--- src/rtl/cut_seq_pkg.sv ---
// Shared types and width helpers for the CUT I/O sequencer.
package cut_seq_pkg;

  typedef enum logic [2:0] {
    ST_IDLE    = 3'd0,
    ST_WAIT    = 3'd1,
    ST_LOAD    = 3'd2,
    ST_COMPUTE = 3'd3,
    ST_RESULT  = 3'd4,
    ST_DRAIN   = 3'd5
  } seq_state_e;

  localparam int DEF_IN_DEPTH       = 48;
  localparam int DEF_OUT_DEPTH      = 16;
  localparam int DEF_COMPUTE_CYCLES = 12;
  localparam int DEF_DIV            = 1;

  // Counter/address width for a range of n values; never narrower than one bit.
  function automatic int addr_w(input int n);
    return (n < 2) ? 1 : $clog2(n);
  endfunction

endpackage

--- src/rtl/cut_io_sequencer_tick_gen.sv ---
// Free-running clock-enable divider: cut_tick is high on the last count of every DIV cycles.
module cut_tick_gen
  import cut_seq_pkg::*;
#(
  parameter int DIV = DEF_DIV
) (
  input  logic clk,
  input  logic rst,
  output logic cut_tick
);

  localparam int DW = addr_w(DIV);
  localparam logic [DW-1:0] CNT_LAST = DW'(DIV - 1);

  logic [DW-1:0] cnt_q, cnt_d;

  always_comb begin
    cnt_d = (cnt_q == CNT_LAST) ? '0 : cnt_q + DW'(1);
  end

  always_ff @(posedge clk or negedge rst) begin
    if (!rst) cnt_q <= '0;
    else      cnt_q <= cnt_d;
  end

  assign cut_tick = (cnt_q == CNT_LAST);

endmodule

--- src/rtl/cut_io_sequencer.sv ---
// Batch I/O sequencer for the CUT wrapper: collect, load, compute, capture, drain.
// Optional CUT_SEQ_BATCH_CNT_EN adds a 16-bit completed-batch counter output.
module cut_io_sequencer
  import cut_seq_pkg::*;
#(
  parameter int IN_DEPTH       = DEF_IN_DEPTH,
  parameter int OUT_DEPTH      = DEF_OUT_DEPTH,
  parameter int COMPUTE_CYCLES = DEF_COMPUTE_CYCLES,
  parameter int DIV            = DEF_DIV
) (
  input  logic                         clk,
  input  logic                         rst,
  input  logic                         val_input,
  input  logic                         abort,
  output logic                         re_i,
  output logic [addr_w(IN_DEPTH)-1:0]  in_addr,
  output logic                         cut_tick,
  output logic                         load_input,
  output logic                         load_result,
  output logic                         we,
  output logic [addr_w(OUT_DEPTH)-1:0] out_addr,
  output logic                         busy,
  output logic                         done,
  output logic                         overrun
`ifdef CUT_SEQ_BATCH_CNT_EN
  ,
  output logic [15:0]                  batch_cnt
`endif
);

  localparam int IN_AW  = addr_w(IN_DEPTH);
  localparam int OUT_AW = addr_w(OUT_DEPTH);
  localparam int CMP_W  = addr_w(COMPUTE_CYCLES);
  localparam logic [IN_AW-1:0]  IN_LAST  = IN_AW'(IN_DEPTH - 1);
  localparam logic [OUT_AW-1:0] OUT_LAST = OUT_AW'(OUT_DEPTH - 1);
  localparam logic [CMP_W-1:0]  CMP_LAST = CMP_W'(COMPUTE_CYCLES - 1);

  seq_state_e        state_q, state_d;
  logic [IN_AW-1:0]  in_addr_q, in_addr_d;
  logic [OUT_AW-1:0] out_addr_q, out_addr_d;
  logic [CMP_W-1:0]  cmp_cnt_q, cmp_cnt_d;
  logic re_i_q, re_i_d, load_input_q, load_input_d, load_result_q, load_result_d;
  logic we_q, we_d, busy_q, busy_d, done_q, done_d, overrun_q, overrun_d;

  cut_tick_gen #(.DIV(DIV)) u_tick_gen (
    .clk      (clk),
    .rst      (rst),
    .cut_tick (cut_tick)
  );

  always_comb begin
    state_d    = state_q;
    in_addr_d  = in_addr_q;
    out_addr_d = out_addr_q;
    cmp_cnt_d  = cmp_cnt_q;
    done_d     = 1'b0;
    // Words offered while the FIFO is not being read are dropped and flagged.
    overrun_d  = overrun_q | (val_input & ~re_i_q);

    unique case (state_q)
      ST_IDLE: begin
        if (val_input) begin
          if (in_addr_q == IN_LAST) begin
            in_addr_d = '0;
            state_d   = ST_WAIT;
          end else begin
            in_addr_d = in_addr_q + IN_AW'(1);
          end
        end
      end
      ST_WAIT: begin
        if (cut_tick) state_d = ST_LOAD;
      end
      ST_LOAD: begin
        cmp_cnt_d = '0;
        state_d   = ST_COMPUTE;
      end
      ST_COMPUTE: begin
        if (cut_tick) begin
          if (cmp_cnt_q == CMP_LAST) begin
            cmp_cnt_d = '0;
            state_d   = ST_RESULT;
          end else begin
            cmp_cnt_d = cmp_cnt_q + CMP_W'(1);
          end
        end
      end
      ST_RESULT: begin
        out_addr_d = '0;
        state_d    = ST_DRAIN;
      end
      ST_DRAIN: begin
        if (out_addr_q == OUT_LAST) begin
          out_addr_d = '0;
          done_d     = 1'b1;
          state_d    = ST_IDLE;
        end else begin
          out_addr_d = out_addr_q + OUT_AW'(1);
        end
      end
      default: state_d = ST_IDLE;
    endcase

    if (abort) begin
      state_d    = ST_IDLE;
      in_addr_d  = '0;
      out_addr_d = '0;
      cmp_cnt_d  = '0;
      done_d     = 1'b0;
      overrun_d  = 1'b0;
    end

    // Strobes decoded from the next state so they register in step with it.
    re_i_d        = (state_d == ST_IDLE);
    load_input_d  = (state_d == ST_LOAD);
    load_result_d = (state_d == ST_RESULT);
    we_d          = (state_d == ST_DRAIN);
    busy_d        = (state_d != ST_IDLE);
  end

  always_ff @(posedge clk or negedge rst) begin
    if (!rst) begin
      state_q       <= ST_IDLE;
      in_addr_q     <= '0;
      out_addr_q    <= '0;
      cmp_cnt_q     <= '0;
      re_i_q        <= 1'b1;
      load_input_q  <= 1'b0;
      load_result_q <= 1'b0;
      we_q          <= 1'b0;
      busy_q        <= 1'b0;
      done_q        <= 1'b0;
      overrun_q     <= 1'b0;
    end else begin
      state_q       <= state_d;
      in_addr_q     <= in_addr_d;
      out_addr_q    <= out_addr_d;
      cmp_cnt_q     <= cmp_cnt_d;
      re_i_q        <= re_i_d;
      load_input_q  <= load_input_d;
      load_result_q <= load_result_d;
      we_q          <= we_d;
      busy_q        <= busy_d;
      done_q        <= done_d;
      overrun_q     <= overrun_d;
    end
  end

`ifdef CUT_SEQ_BATCH_CNT_EN
  logic [15:0] batch_cnt_q, batch_cnt_d;

  always_comb begin
    batch_cnt_d = done_d ? batch_cnt_q + 16'd1 : batch_cnt_q;
  end

  always_ff @(posedge clk or negedge rst) begin
    if (!rst) batch_cnt_q <= '0;
    else      batch_cnt_q <= batch_cnt_d;
  end

  assign batch_cnt = batch_cnt_q;
`endif

  assign re_i        = re_i_q;
  assign in_addr     = in_addr_q;
  assign out_addr    = out_addr_q;
  assign load_input  = load_input_q;
  assign load_result = load_result_q;
  assign we          = we_q;
  assign busy        = busy_q;
  assign done        = done_q;
  assign overrun     = overrun_q;

endmodule
--- config.mk ---
export PLATFORM = sky130hd
export DESIGN_NAME = cut_io_sequencer
export DESIGN_NICKNAME = d
export VERILOG_FILES = /design/src/rtl/cut_seq_pkg.sv /design/src/rtl/cut_io_sequencer_tick_gen.sv /design/src/rtl/cut_io_sequencer.sv
export SDC_FILE = /design/constraint.sdc
export NUM_CORES = 1
export LEC_CHECK = 0
export ABC_AREA = 1
export ABC_CLOCK_PERIOD_IN_PS = 3550
export BUFFER_PORTS_ARGS = -buffer_cell sky130_fd_sc_hd__clkbuf_2
export CAP_MARGIN = 20
export CORE_UTILIZATION = 58
export CTS_BUF_LIST = sky130_fd_sc_hd__clkbuf_16
export CTS_CLUSTER_SIZE = 8
export DETAILED_ROUTE_END_ITERATION = 16
export PLACE_DENSITY = 0.91
export SETUP_SLACK_MARGIN = 0.5
export SYNTH_ARGS = -nofsm -noshare
export SYNTH_HDL_FRONTEND = slang
export SYNTH_SLANG_ARGS = --single-unit
--- constraint.sdc ---
create_clock -name clk -period 3.55 [get_ports clk]
set_input_delay 0 -clock clk [delete_from_list [all_inputs] [get_ports clk]]
set_output_delay 0 -clock clk [all_outputs]
set_load 0.01 [all_outputs]
==> flow_summary.toml <==
[pwr]
power.total_mw = 0.550
combPwrFrac = 0.060
switchingPower_mw = 0.113
vdd_drop_max_mv = 0.280
p_int_mw = 0.437
power_frac_seq = 0.509
power.density_nw_per_um2 = 377
p_clk_frac = 0.431
p_leak_nw = 0.782
sw_frac_of_total = 0.206

[timing]
fin_ws_ps = 1990
relSlewSlack = 0.630
finalCritPeriodShare = 0.439
hold_viol_final = 0
setup_violations = 0
max_freq_mhz = 642
tightestPinTransition_ps = 555
tns_ps = 0
finalCriticalPeriod_ps = 1560
rsz0062_at_grt = "false"
drv_slew = 0
finClkSkew_ps = 2.52

[logic_synthesis]
synth.largest_area_cell = "dfrtp_1"
syn_area_per_cell_um2 = 8.78
ys_ff_latch = 24
yosysTopAreaCellShare = 0.458
ys_seq_area_frac = 0.479
synth_cell_types = 29
async_flop_share = 1.00
syn-cell-area_um2 = 1260
synth_top_flop_cell = "dfrtp_1"
syn_nets = 150
synth_warnings = 0
synth_cells = 143
synth_edf_count = 0
synth_top_cells_by_area = "dfrtp_1, nand2_1, nor2_1"

[clocking]
cts_setup_buffers = 0
cts_root_buffer = "clkbuf_16"
ctsResizeCount = 0
clkTransAtPathRegs_ps = 60
cts_tree = "built"
cts_buffers = 3
postCtsHoldBufs = 1
clock_path_buffers = 2
h-tree-depth = 1
clock-sinks = 24
clk_latency_ps = 250

[floorplan]
die_w_um = 48.5
io_pins = 22
coreArea_um2 = 2000
start_util = 0.628
dieArea_um2 = 2360
fp.dieH_um = 48.5
rows = 16

[run]
cap_violations = 0

[grt]
antenna_found_initial = 0
first_global_vias = 1137
grt_max_degree = 25
globalRouteOverflowTotal = 0
grt_pass1_wl_mm = 4.77
track_usage = 0.262

[worst_hold_path]
whs_path_depth = 3
min_to = "overrun$_DFF_PN0_"
hold_class = "primary input to register"
min-delay-start = "val_input"

[cells_and_area]
drive_gt1_frac = 0.247
finish.utilization = 0.729
nets = 174
layout_commonest_cell = "nand2_1"
syn2layout_area_growth_pct = 16.2
n_antenna_cell = 0
layout_common_cells = "nand2_1, dfrtp_1, clkbuf_2"

[place]
place.port_buffers = 20
hpwl_mm = 1.81
gp_congestion = 0.935
dpl_worst_slack_ps = 2100

[detailed_routing]
wl_per_cell_um = 13.5
wl_mm = 2.60
drt-initial-drc-count = 33
via_count = 1063
ant_nets = 0
drc_errors = 0
drt_first_pass_iters = 4
routed_via_density = 5.51

[setup_path]
path_cells = "ha_1 -> nand3_1 -> nor2_1 -> nor2_1 -> nand2_1 -> nand2_1 -> o21ai_1 -> inv_1"
crit_slowest_cell = "dfrtp_1"
worstSetupPathType = "register to register"
worst_r2r_startpoint = "in_addr[0]$_DFFE_PN0P_"
r2r_setup_slack_ps = 1990
cp_max_fo = 6
critPathCaptureType = "register"
r2r_end = "in_addr[3]$_DFFE_PN0P_"
ff2ff_path_depth = 8
worst_ep_required_time_ps = 3690
max_stage_delay_ps = 420
cp-start-kind = "register"
cp.arrival_ps = 1700

[outcome]
status = "completed"
==> power by group through the flow <==
stage               combinational, mW  clock (mW)  sequential [mW]
floorplan                      0.0183           0            0.286
global placement               0.0306           0            0.284
detailed placement             0.0316           0            0.285
CTS                            0.0329       0.238            0.280
global route                   0.0370       0.250            0.280
finish                         0.0328       0.237            0.280
==> state kept, by name, summed over array words and instances, names as in the netlist <==
signal	count
in_addr	6
overrun	1
out_addr	4
we	1
done	1
busy	1
cmp_cnt_q	4
state_q	3
load_result	1
re_i	1
load_input	1
==> worst max-delay path, delay by kind of cell (launching register included) <==
family	cells	cell delay, ps
and+or+nand+nor	5	680
buffers and inverters	1	50
adders and majority gates	1	210
AOI/OAI and AO/OA	1	90
DFF	1	420
==> worst max path at each step <==
stage	start	endpoint	slack (ps)	cells past startpoint
2_1_floorplan	in_addr[0]$_DFFE_PN0P_	in_addr[4]$_DFFE_PN0P_	2170	8
3_3_place_gp	in_addr[0]$_DFFE_PN0P_	load_input$_DFF_PN0_	2160	8
3_5_place_dp	in_addr[0]$_DFFE_PN0P_	in_addr[3]$_DFFE_PN0P_	2100	8
4_1_cts	in_addr[0]$_DFFE_PN0P_	in_addr[3]$_DFFE_PN0P_	2020	8
5_1_grt	in_addr[0]$_DFFE_PN0P_	in_addr[4]$_DFFE_PN0P_	1820	8
6_report	in_addr[0]$_DFFE_PN0P_	in_addr[3]$_DFFE_PN0P_	1990	8
==> logic make-up (layout without fill, tap and decap cells) <==
logic type      count (synthesis)  count (layout)  synth area share
compound gates                 20              20             0.107
xor+xnor                        2               2            0.0139
flops                          24              24             0.479
other cells                     1               1           0.00299
fa+ha+maj                       3               3            0.0299
mux                             1               1           0.00797
buf+inv                        22              45            0.0747
simple gates                   70              70             0.285
==> cell type report <==
class,count,area (um^2)
Clock buffer,3,75.1
Clock inverter,1,3.75
Fill cell,142,542
Inverter,20,75.1
Multi-Input combinational cell,97,561
Sequential cell,24,602
Tap cell,27,33.8
Timing Repair Buffer,21,110
==> Yosys cell counts, types with 2 or more instances <==
library cell	count
nand2_1	24
o21ai_2	2
inv_2	3
nand4_1	4
o21ai_0	6
nand3_1	11
dfrtp_1	23
nor3_1	2
o21ai_1	2
ha_1	3
nand3_2	2
nand2_4	3
nor2_1	18
a21oi_1	7
inv_1	17
nand2_2	3
==> layer usage <==
| metal | global-route usage | part of all wire |
|---|---|---|
| met2 | 0.423 | 0.49 |
| met4 | 0.167 | 0.041 |
| met3 | 0.0535 | 0.062 |
| met1 | 0.322 | 0.41 |
| met5 | 0 | 0 |
==> through the flow <==
| stage | area, um^2 | instances | hold WS, ps |
|---|---|---|---|
| detailed placement | 1370 | 188 | 18.3 |
| floorplan | 1260 | 143 | -296 |
| global route | 1460 | 193 | 86.5 |
| CTS | 1460 | 193 | 60.9 |
| global placement | 1370 | 188 | 14.8 |
| finish | 1460 | 193 | 53.5 |
(Power assumes the default switching activity.)
